--- src/rtl/branch_pc_sequencer.sv ---
// Fetch PC sequencer: advances the PC by PC_STEP when enabled, accepts one branch at a time,
// evaluates its condition, then redirects with a one-cycle flush when the branch is taken.
module branch_pc_sequencer #(
  parameter logic [31:0] RESET_PC = 32'h0000_0000,
  parameter int          PC_STEP  = 4
) (
  input  logic        clk,
  input  logic        rst_n,
  input  logic        en,
  input  logic        br_valid,
  output logic        br_ready,
  input  logic [4:0]  br_opcode,
  input  logic [31:0] br_operand,
  input  logic [31:0] br_target,
  output logic [31:0] pc,
  output logic        fetch_valid,
  output logic        flush,
  output logic        br_taken,
  output logic [15:0] taken_cnt
);

  typedef enum logic [1:0] {
    RUN      = 2'd0,
    EVAL     = 2'd1,
    REDIRECT = 2'd2
  } state_t;

  localparam logic [31:0] PC_INC = 32'(PC_STEP);

  state_t      state_r;
  logic [31:0] pc_r;
  logic        br_ready_r;
  logic        flush_r;
  logic        br_taken_r;
  logic [15:0] taken_cnt_r;
  logic [4:0]  opcode_r;
  logic [31:0] operand_r;
  logic [31:0] target_r;
  logic        accept_s;
  logic        taken_s;

  // Branch condition decode on the captured opcode and operand.
  function automatic logic eval_taken(input logic [4:0] op, input logic [31:0] val);
    logic t;
    case (op)
      5'b10100: t = 1'b1;
      5'b10000: t = val[31];
      5'b10001: t = ~val[31] & (val != 32'h0000_0000);
      5'b10010: t = (val == 32'h0000_0000);
      default:  t = 1'b0;
    endcase
    return t;
  endfunction

  // br_ready_r is high exactly in RUN, so it doubles as the RUN-state decode.
  assign accept_s    = br_valid & br_ready_r;
  assign taken_s     = eval_taken(opcode_r, operand_r);
  assign br_ready    = br_ready_r;
  assign fetch_valid = br_ready_r & en;
  assign pc          = pc_r;
  assign flush       = flush_r;
  assign br_taken    = br_taken_r;
  assign taken_cnt   = taken_cnt_r;

  // Sequencer FSM with all outputs registered alongside the state.
  always_ff @(posedge clk or negedge rst_n) begin
    if (!rst_n) begin
      state_r     <= RUN;
      pc_r        <= RESET_PC;
      br_ready_r  <= 1'b1;
      flush_r     <= 1'b0;
      br_taken_r  <= 1'b0;
      taken_cnt_r <= 16'h0000;
      opcode_r    <= 5'b00000;
      operand_r   <= 32'h0000_0000;
      target_r    <= 32'h0000_0000;
    end else begin
      case (state_r)
        RUN: begin
          if (accept_s) begin
            opcode_r   <= br_opcode;
            operand_r  <= br_operand;
            target_r   <= br_target & 32'hFFFF_FFFC;
            br_ready_r <= 1'b0;
            state_r    <= EVAL;
          end else if (en) begin
            pc_r <= pc_r + PC_INC;
          end
        end
        EVAL: begin
          br_taken_r <= taken_s;
          if (taken_s) begin
            if (taken_cnt_r != 16'hFFFF) begin
              taken_cnt_r <= taken_cnt_r + 16'h0001;
            end
            flush_r <= 1'b1;
            state_r <= REDIRECT;
          end else begin
            br_ready_r <= 1'b1;
            state_r    <= RUN;
          end
        end
        REDIRECT: begin
          pc_r       <= target_r;
          flush_r    <= 1'b0;
          br_ready_r <= 1'b1;
          state_r    <= RUN;
        end
        default: begin
          flush_r    <= 1'b0;
          br_ready_r <= 1'b1;
          state_r    <= RUN;
        end
      endcase
    end
  end

endmodule

--- config.mk ---
export PLATFORM = sky130hd
export DESIGN_NAME = branch_pc_sequencer
export DESIGN_NICKNAME = d
export VERILOG_FILES = /design/src/rtl/branch_pc_sequencer.sv
export SDC_FILE = /design/constraint.sdc
export NUM_CORES = 1
export LEC_CHECK = 0
export BUFFER_PORTS_ARGS = -buffer_cell sky130_fd_sc_hd__buf_4
export CORE_UTILIZATION = 23
export DETAILED_ROUTE_END_ITERATION = 10
export GPL_ROUTABILITY_DRIVEN = 0
export HOLD_SLACK_MARGIN = 0.02
export MAX_ROUTING_LAYER = met4
export SLEW_MARGIN = 15
export SYNTH_ARGS = -nofsm -noshare
export SYNTH_HDL_FRONTEND = slang
export SYNTH_SLANG_ARGS = --single-unit
--- constraint.sdc ---
create_clock -name clk -period 4.2 [get_ports clk]
set_clock_uncertainty 0.2 [all_clocks]
set_input_delay 0.42 -clock clk [delete_from_list [all_inputs] [get_ports clk]]
set_output_delay 0.42 -clock clk [all_outputs]
set_load 0.02 [all_outputs]
==> results.sh, run 1 <==
export IMPL_power_leakage_uw=0.00326
export IMPL_cp_startpoint="state_r[1]"
export IMPL_cts_max_level=4
export IMPL_cts_resized=0
export IMPL_synth_avg_cell_area_um2=11.8
export IMPL_ctsRootBufferMaster="clkbuf_16"
export IMPL_cts_tree="built"
export IMPL_clock_latency_ns=0.42
export IMPL_max_stage_delay_ns=0.67
export IMPL_coreArea_um2=22800
export IMPL_ant_nets=0
export IMPL_cts_setup_buffers=0
export IMPL_hold_class="in2reg"
export IMPL_grt_overflow=0
export IMPL_area_growth_synth_to_final_pct=41.3
export IMPL_dp_slack_ns=1.53
export IMPL_clock_sinks=118
export IMPL_hpwl_um=10100
export IMPL_cp_required_ns=4.30
export IMPL_yosys_warnings=0
export IMPL_critPathLaunchType="flip-flop"
export IMPL_arrival_ns=2.76
export IMPL_cp_common_cell="nand4bb_1"
export IMPL_syn_area_um2=5410
export IMPL_grt_pass1_wl_um=23600
export IMPL_slowest_stage="dfrtp_1"
export IMPL_synth_cell_types=56
export IMPL_synth_area_leaders="dfrtp_1, mux2_2, a22oi_1, xnor2_1, o21ai_0"
export IMPL_port_buffers=120
export IMPL_vias=4235
export IMPL_cp_max_fo=23
export IMPL_p_int_uw=3440
export IMPL_die_y_um=155
export IMPL_yosys_area_top_type="dfrtp_1"
export IMPL_drv_slew=0
export IMPL_synth_cells=457
export IMPL_maxCapViolCount=0
export IMPL_pwr_share_comb_pct=29.6
export IMPL_setup_viol=0
export IMPL_min_from="br_target[11]"
export IMPL_power_density_nw_per_um2=669
export IMPL_clkPwrFrac_pct=30.1
export IMPL_setup_ws_ns=1.54
export IMPL_yosysTopAreaCellShare_pct=54.1
export IMPL_rsz0062_at_grt="false"
export IMPL_ys_async_sr_fraction_pct=100
export IMPL_status="completed"
export IMPL_fmax_ghz=0.376
export IMPL_track_usage_pct=13.2
export IMPL_drt_iter0_drc=187
export IMPL_drt_wirelength_per_cell_um=15.7
export IMPL_netSwitchingFraction_pct=32.7
export IMPL_drt_wl_total_um=14800
export IMPL_numCtsBuffers=17
export IMPL_final_core_util_pct=33.5
export IMPL_grt_pass1_vias=4205
export IMPL_peakVddDrop_mv=0.231
export IMPL_first_pass_iters=5
export IMPL_via_per_inst=4.49
export IMPL_ff2ff_path_depth=5
export IMPL_p_sw_uw=1680
export IMPL_grt_max_degree=119
export IMPL_rr_endpoint="taken_cnt[1]"
export IMPL_tightestPinTransition_ns=0.792
export IMPL_fin_crit_sh_pct=63.4
export IMPL_ys_ff_latch=118
export IMPL_reg2reg_slack_ns=1.54
export IMPL_drc_errors=0
export IMPL_start_util_pct=23.7
export IMPL_drive_gt1_share_pct=37.9
export IMPL_io_pins=125
export IMPL_end_kind="flip-flop"
export IMPL_clockBufferDepth=2
export IMPL_slew_headroom_pct=47.2
export IMPL_fin_crit_ns=2.66
export IMPL_cp_cell_sequence="nand4bb_1 -> a2111oi_2 -> nand4bb_1 -> nand2_2 -> mux2_2"
export IMPL_synth_edff_count=0
export IMPL_rows=55
export IMPL_critPathKind="reg2reg"
export IMPL_die_width_um=155
export IMPL_rr_startpoint="state_r[1]"
export IMPL_pwr_share_seq_pct=40.3
export IMPL_holdBufCountCts=30
export IMPL_nNetsFinal=691
export IMPL_antenna_found_initial=2
export IMPL_hold_violations=0
export IMPL_ys_flop_type="dfrtp_1"
export IMPL_dieArea_um2=24100
export IMPL_crit_end="taken_cnt[1]"
export IMPL_fin_tns_setup_ns=0
export IMPL_yosysSeqAreaShare_pct=54.6
export IMPL_clkSlewWorstSetupHoldPaths_ns=0.06
-- cells in the mapped netlist (2+ instances only) --
cell type	count
a21oi_1	17
a221o_1	3
a22oi_1	18
a31oi_1	2
and2_1	3
and3_1	6
and3_2	2
and4_1	3
buf_2	8
buf_4	2
clkbuf_1	10
dfrtp_1	117
ha_1	2
inv_1	2
mux2_2	68
mux2i_1	8
nand2_1	27
nand3_1	12
nand4_1	17
nand4b_1	2
nand4bb_1	2
nor2_1	19
nor3_1	15
nor4_1	9
o21ai_0	24
o22ai_1	7
o32ai_1	2
or3_1	2
or4_1	3
xnor2_1	15
xor2_1	5
-- how the worst min path moves through the flow --
stage                    endpoint  slack (ns)  depth (start not counted)
floorplan                br_taken       -0.08                          0
global placement            flush        0.27                          1
detailed placement          flush        0.28                          1
CTS                  target_r[21]        0.02                          2
global route        operand_r[18]        0.02                          2
finish               target_r[11]        0.04                          2
-- per-stage QoR --
step / power, µW / std cells / area, µm² / hold slack [ns]
final: 5120 / 943 / 7650 / 0.0376
after global routing: 5450 / 943 / 7650 / 0.0219
after CTS: 5180 / 937 / 7600 / 0.0202
after detailed placement: 3590 / 876 / 6680 / 0.285
after global placement: 3540 / 876 / 6680 / 0.268
after floorplan: 2960 / 458 / 5420 / -0.0756
-- sequential cells by signal (all words and copies together) (netlist names) --
name and count:
operand_r 32, pc 30, target_r 30, taken_cnt 16
opcode_r 5, state_r 2, br_ready 1, br_taken 1
flush 1
-- worst max-delay path: cells and delay by family (launching register included) --
family           cells  cell delay, ns
multiplexers         1            0.38
flip-flops           1            0.67
AO/OA/AOI/OAI        1            0.44
AND/OR/NAND/NOR      3            0.87
-- power groups by stage --
stage | sequential, µW | combinational [µW] | clock [µW]
2_1_floorplan | 2110 | 852 | 0
3_3_place_gp | 2070 | 1470 | 0
3_5_place_dp | 2080 | 1510 | 0
4_1_cts | 2060 | 1540 | 1580
5_1_grt | 2150 | 1660 | 1640
6_report | 2060 | 1520 | 1540
-- layer usage --
| layer | up-vias | part of all wire, % | GRT usage, % |
|---|---|---|---|
| met5 | - | 0 | - |
| li1 | 2034 | - | - |
| met1 | 2091 | 47 | 16.6 |
| met2 | 99 | 47 | 19.9 |
| met4 | 0 | 0.76 | 3.45 |
| met3 | 11 | 5.6 | 4.71 |
-- placed cells by master (no fill, tap or decap), drive strengths merged, types with 9 or more instances in the layout --
| master | synthesis | layout |
|---|---|---|
| buf | 11 | 126 |
| dfrtp | 117 | 117 |
| mux2 | 68 | 68 |
| dlygate4sd3 | 0 | 34 |
| nand2 | 28 | 28 |
| o21ai | 24 | 24 |
| clkbuf | 10 | 24 |
| nor2 | 20 | 20 |
| a22oi | 18 | 18 |
| nand4 | 18 | 18 |
| a21oi | 17 | 17 |
| nor3 | 17 | 17 |
| xnor2 | 15 | 15 |
| nand3 | 12 | 12 |
| nor4 | 9 | 9 |
-- logic make-up (layout without fill, tap and decap cells) --
group / count (synthesis) / after routing / synth area share, %
muxes: 76 / 76 / 15.6
xor gates and xnor gates: 20 / 20 / 3.24
adders and majority gates: 2 / 2 / 0.462
DFF: 118 / 118 / 54.6
buffers and inverters: 24 / 194 / 2.13
other: 1 / 4 / 0.0693
and+or+nand+nor: 131 / 131 / 13.6
AOI/OAI and AO/OA: 85 / 85 / 10.3
-- layout make-up --
| class | count | area (µm²) |
|---|---|---|
| Inverter | 3 | 11.3 |
| Antenna cell | 2 | 5.00 |
| Fill cell | 2363 | 15200 |
| Sequential cell | 118 | 2950 |
| Timing Repair Buffer | 160 | 1310 |
| Clock buffer | 24 | 512 |
| Clock inverter | 7 | 116 |
| Tap cell | 313 | 392 |
| Multi-Input combinational cell | 316 | 2350 |
Note: power is estimated with default switching activity, not from simulation.
==> run 2: changes to the inputs <==
--- a/config.mk
+++ b/config.mk
@@ -5,6 +5,7 @@
 export SDC_FILE = /design/constraint.sdc
 export NUM_CORES = 1
 export LEC_CHECK = 0
+export ABC_AREA = 1
 export BUFFER_PORTS_ARGS = -buffer_cell sky130_fd_sc_hd__buf_4
 export CORE_UTILIZATION = 23
 export DETAILED_ROUTE_END_ITERATION = 10
==> constraint.sdc (replaced) <==
create_clock -name clk -period 2.78 [get_ports clk]
set_clock_uncertainty 0.2 [all_clocks]
set_input_delay 0.278 -clock clk [delete_from_list [all_inputs] [get_ports clk]]
set_output_delay 0.278 -clock clk [all_outputs]
set_load 0.02 [all_outputs]
==> run 2 against run 1 <==
Effect of this change: register-to-register slack worse by 0.97 ns; critical endpoint unchanged; setup slack lost 0.97 ns; final area up 11%; via count increased by 32%; critical path type unchanged; die area rose by 8.6%; synthesized area is 8.7% higher; synthesized cell count rose by 65%; maximum frequency is 21% higher.
==> results.sh, run 2 <==
export IMPL_area_growth_synth_to_final_pct=44.7
export IMPL_max_stage_delay_ns=0.46
export IMPL_power_leakage_uw=0.00415
export IMPL_synth_edff_count=0
export IMPL_rr_startpoint="taken_cnt[0]"
export IMPL_cts_tree="built"
export IMPL_synth_cell_types=35
export IMPL_start_util_pct=23.4
export IMPL_ff2ff_path_depth=9
export IMPL_largest_register="operand_r"
export IMPL_cpLargestDelayFamily="simple AND/OR/NAND/NOR gates"
export IMPL_synth_most_common_cell="nand2_1"
export IMPL_cp_required_ns=2.92
export IMPL_via_per_inst=4.31
export IMPL_peakVddDrop_mv=0.374
export IMPL_ys_flop_type="dfrtp_1"
export IMPL_hpwl_um=11700
export IMPL_slowest_stage="dfrtp_1"
export IMPL_status="completed"
export IMPL_track_usage_pct=13.9
export IMPL_synth_area_leaders="dfrtp_1, nand2_1, inv_1, xor2_1, nor2_1"
export IMPL_final_common_cell="nand2_1"
export IMPL_netlist_top_cells_count="nand2_1, dfrtp_1, inv_1"
export IMPL_yosysTopAreaCellShare_pct=49.8
export IMPL_drv_slew=0
export IMPL_maxCapViolCount=0
export IMPL_ys_ff_latch=118
export IMPL_drt_iter0_drc=308
export IMPL_dp_slack_ns=0.573
export IMPL_fin_crit_sh_pct=79.4
export IMPL_synth_cells=756
export IMPL_die_y_um=162
export IMPL_reg2reg_slack_ns=0.57
export IMPL_dieArea_um2=26200
export IMPL_crit_end="taken_cnt[1]"
export IMPL_fin_crit_ns=2.21
export IMPL_synth_avg_cell_area_um2=7.78
export IMPL_rsz0062_at_grt="false"
export IMPL_holdBufCountCts=70
export IMPL_die_width_um=162
export IMPL_drc_errors=0
export IMPL_setup_viol=0
export IMPL_nNetsFinal=1024
export IMPL_vias=5573
export IMPL_fmax_ghz=0.453
export IMPL_cts_max_level=4
export IMPL_clock_latency_ns=0.41
export IMPL_final_core_util_pct=33.9
export IMPL_clock_sinks=118
export IMPL_grt_overflow=0
export IMPL_power_density_nw_per_um2=846
export IMPL_cp_cell_sequence="ha_1 -> nand2_1 -> nor2_2 -> nand2_2 -> nor2_2 -> nand2_2 -> nand3_2 -> nand2_1 -> nand2_1"
export IMPL_grt_pass1_wl_um=27600
export IMPL_yosysSeqAreaShare_pct=50.2
export IMPL_ant_nets=0
export IMPL_largest_reg_flops=32
export IMPL_cp_common_cell="nand2_1"
export IMPL_fillerInstances=2651
export IMPL_cts_resized=0
export IMPL_clockBufferDepth=2
export IMPL_critPathKind="reg2reg"
export IMPL_port_buffers=120
export IMPL_fin_tns_setup_ns=0
export IMPL_multi_input_area_um2=2550
export IMPL_hold_class="reg2reg"
export IMPL_antenna_found_initial=1
export IMPL_first_pass_iters=5
export IMPL_drt_wl_total_um=16900
export IMPL_rows=58
export IMPL_io_pins=125
export IMPL_cp_num_buf_inv=0
export IMPL_syn_area_um2=5880
export IMPL_final_cell_mix="nand2_1, buf_4, dfrtp_1"
export IMPL_drive_gt1_share_pct=18.5
export IMPL_cp_startpoint="taken_cnt[0]"
export IMPL_cp_max_fo=16
export IMPL_rr_endpoint="taken_cnt[1]"
export IMPL_yosys_area_top_type="dfrtp_1"
export IMPL_regArea_um2=2950
export IMPL_critPathLaunchType="flip-flop"
export IMPL_worst_path_stages=9
export IMPL_setup_ws_ns=0.573
export IMPL_hold_violations=0
export IMPL_coreArea_um2=25100
export IMPL_cts_setup_buffers=0
export IMPL_yosys_warnings=0
export IMPL_total_power_uw=7210
export IMPL_grt_max_degree=119
export IMPL_ctsRootBufferMaster="clkbuf_16"
export IMPL_whs_path_depth=2
export IMPL_ys_async_sr_fraction_pct=100
export IMPL_clkSlewWorstSetupHoldPaths_ns=0.06
export IMPL_arrival_ns=2.35
export IMPL_grt_pass1_vias=5408
export IMPL_numCtsBuffers=17
export IMPL_drt_wirelength_per_cell_um=13.1
export IMPL_tightestPinTransition_ns=0.805
export IMPL_slew_headroom_pct=46.3
export IMPL_end_kind="flip-flop"
[run 2: cell type report]
class | count | area share (%)
repair buffers | 200 | 20.0
inverters | 70 | 3.09
clock inverters | 14 | 2.34
well taps | 330 | 4.85
flip-flops and latches | 118 | 34.7
clock buffers | 18 | 5.04
diodes | 1 | 0.0294
multi-input cells | 542 | 30.0
[run 2: worst min path at each step]
| stage | slack [ns] | start | endpoint |
|---|---|---|---|
| global route | 0.28 | operand_r[15] | operand_r[15] |
| detailed placement | 0.23 | rst_n | target_r[9] |
| finish | 0.27 | operand_r[15] | operand_r[15] |
| floorplan | -0.22 | rst_n | br_taken |
| global placement | 0.23 | rst_n | target_r[9] |
| CTS | 0.27 | operand_r[7] | operand_r[7] |
[run 2: through the flow]
step / hold WS, ns / std cells / area (µm²)
after floorplan: -0.218 / 757 / 5890
after global placement: 0.232 / 1190 / 7180
after detailed placement: 0.235 / 1190 / 7180
after CTS: 0.273 / 1292 / 8510
after global routing: 0.281 / 1293 / 8520
final: 0.268 / 1293 / 8520
[run 2: tightest hold or removal path, cell delays in order, from the launching register on]
cell,delay (ns)
dfrtp_1,0.34
nand2_1,0.05
nand2_1,0.04
[run 2: logic make-up after synthesis]
logic type / after synthesis / synth area share (%)
simple gates: 446 / 31.7
flops: 118 / 50.2
buf+inv: 97 / 6.63
compound gates: 61 / 6.38
xor+xnor: 31 / 4.61
fa+ha+maj: 2 / 0.425
other cells: 1 / 0.0637
[run 2: per-layer routing]
| layer | GRT usage, % | vias to the layer above | wire length, µm |
|---|---|---|---|
| li1 | - | 2797 | - |
| met1 | 17.9 | 2629 | 8070 |
| met2 | 21.7 | 128 | 7930 |
| met3 | 3.04 | 19 | 675 |
| met4 | 4.29 | 0 | 261 |
| met5 | - | - | 0 |
[run 2: report_power, final]
part / switching (µW) / total, µW / internal (µW)
registers: 472 / 2820 / 2340
clock network: 835 / 2350 / 1510
logic: 1230 / 2050 / 821
==> run 3: changes to the inputs <==
==> constraint.sdc (replaced) <==
create_clock -name clk -period 1.9 [get_ports clk]
set_clock_uncertainty 0.2 [all_clocks]
set_input_delay 0.19 -clock clk [delete_from_list [all_inputs] [get_ports clk]]
set_output_delay 0.19 -clock clk [all_outputs]
set_load 0.02 [all_outputs]
==> run 3 against run 2 <==
Effect of this change: sequential share of layout area is 2.4 points lower; non-clock buffer count grew 53; critical path depth grew 3.
==> results.sh, run 3 (synthesized netlist as in run 2, its figures left out) <==
export IMPL_dp_slack_ns=-0.0917
export IMPL_cts_max_level=4
export IMPL_clkPwrFrac_pct=30.4
export IMPL_clockBufferDepth=2
export IMPL_maxCapViolCount=0
export IMPL_final_area_um2=9160
export IMPL_slowest_stage="dfrtp_1"
export IMPL_dieArea_um2=26200
export IMPL_p_sw_uw=3890
export IMPL_drt_wirelength_per_cell_um=13.5
export IMPL_antennaDiodeCount=0
export IMPL_power_leakage_uw=0.00445
export IMPL_via_per_inst=4.31
export IMPL_drt_iter0_drc=382
export IMPL_ant_nets=0
export IMPL_vias=5795
export IMPL_grt_pass1_wl_um=29200
export IMPL_drv_slew=0
export IMPL_clock_latency_ns=0.41
export IMPL_p_int_uw=7510
export IMPL_grt_overflow=0
export IMPL_die_width_um=162
export IMPL_total_power_uw=11400
export IMPL_pwr_share_comb_pct=34.2
export IMPL_grt_max_degree=47
export IMPL_die_y_um=162
export IMPL_rows=58
export IMPL_rsz0062_at_grt="true"
export IMPL_cp_max_fo=6
export IMPL_io_pins=125
export IMPL_slew_headroom_pct=62.4
export IMPL_final_common_cell="nand2_1"
export IMPL_cts_tree="built"
export IMPL_hold_class="in2async"
export IMPL_fin_crit_sh_pct=97.7
export IMPL_largest_register="operand_r"
export IMPL_finalNonFillerCells=1345
export IMPL_ctsRootBufferMaster="clkbuf_16"
export IMPL_max_stage_delay_ns=0.41
export IMPL_fin_crit_ns=1.86
export IMPL_grt_pass1_vias=5743
export IMPL_hpwl_um=12700
export IMPL_coreArea_um2=25100
export IMPL_peakVddDrop_mv=0.548
export IMPL_arrival_ns=2.00
export IMPL_critPathLaunchType="flip-flop"
export IMPL_nNetsFinal=1078
export IMPL_cp_common_cell="nand2_1"
export IMPL_antenna_found_initial=0
export IMPL_clock_sinks=118
export IMPL_track_usage_pct=14.7
export IMPL_end_kind="flip-flop"
export IMPL_final_core_util_pct=36.5
export IMPL_drc_errors=0
export IMPL_setup_ws_ns=0.0434
export IMPL_hold_violations=0
export IMPL_largest_reg_flops=32
export IMPL_final_cell_mix="nand2_1, buf_4, dfrtp_1"
export IMPL_cp_num_buf_inv=2
export IMPL_cp_required_ns=2.04
export IMPL_critPathKind="reg2reg"
export IMPL_cpLargestDelayFamily="simple AND/OR/NAND/NOR gates"
export IMPL_drive_gt1_share_pct=25.8
export IMPL_area_growth_synth_to_final_pct=55.6
export IMPL_pwr_share_seq_pct=35.5
export IMPL_power_density_nw_per_um2=1240
export IMPL_numCtsBuffers=17
export IMPL_first_pass_iters=5
export IMPL_fmax_ghz=0.539
export IMPL_drt_wl_total_um=18200
export IMPL_start_util_pct=23.4
export IMPL_netSwitchingFraction_pct=34.1
export IMPL_placedCellCount=1235
export IMPL_port_buffers=120
export IMPL_clkSlewWorstSetupHoldPaths_ns=0.05
export IMPL_place_area_um2=7560
export IMPL_cp_cell_sequence="nor2_1 -> nand2_1 -> nor2_1 -> nand2_1 -> o21ai_2 -> nand3_2 -> buf_8 -> buf_4 -> nand2_2 -> nand2_1 -> nand2_1 -> nand2_1"
export IMPL_setup_viol=0
export IMPL_status="completed"
export IMPL_tightestPinTransition_ns=0.562
[run 3: cell count changes in the layout (fill, tap and decap cells not counted), moves of 4 or more]
cell	change
clkinv_4	-4
nand3_1	-7
nor3_2	+4
nand3_2	+5
buf_4	+44
nand2_2	+7
nand2_1	-7
nor2_1	-7
dfrtp_1	-4
clkbuf_8	+4
dfrtp_2	+4
nor3_1	-4
nor2_2	+6
[run 3: what timing repair did]
action	in CTS	in global routing
hold buffers	71	0
setup endpoints to repair	14	43
hold endpoints to repair	187	0
setup buffers	2	3
pin swaps	2	14
gates cloned	0	3
gates resized for setup	3	38
[run 3: per-stage QoR]
stage	hold slack [ns]	setup TNS, ns
floorplan	-0.306	0
global placement	-0.0468	-0.920
detailed placement	-0.0447	-1.06
CTS	0.0514	0
global route	0.0830	-1.44
finish	0.0538	0
[run 3: power groups by stage]
stage               Sequential [µW]  Clock (µW)  Combinational, µW
floorplan                      4240           0               1610
global placement               4030           0               3330
detailed placement             4050           0               3400
CTS                            4010        3540               3600
global route                   4160        3660               4340
finish                         4040        3460               3900
[run 3: layout make-up]
cell class	instances	area (µm²)
clock buffers	23	488
flip-flops and latches	118	2960
fillers	2571	16000
repair buffers	253	2190
multi-input cells	543	2700
well taps	330	413
clock inverters	8	145
inverters	70	267
[run 3: final timing paths]
check                              start             to  slack, ns  cells past startpoint
setup / recovery           operand_r[31]       br_ready       0.04                     12
hold / removal                     rst_n          pc[9]       0.05                      2
setup reg to reg           operand_r[31]       br_ready       0.04                     12
hold reg to reg            operand_r[14]  operand_r[14]       0.27                      2
max in group asynchronous          rst_n         pc[17]       0.86                      3
min in group clk                br_valid          pc[8]       0.18                      6
[run 3: layer usage]
| layer | wire (µm) | track usage [%] | vias up |
|---|---|---|---|
| met5 | 0 | - | - |
| met4 | 242 | 5.19 | 0 |
| met3 | 756 | 2.71 | 14 |
| met2 | 8760 | 23.1 | 146 |
| met1 | 8420 | 19.0 | 2729 |
| li1 | - | - | 2906 |
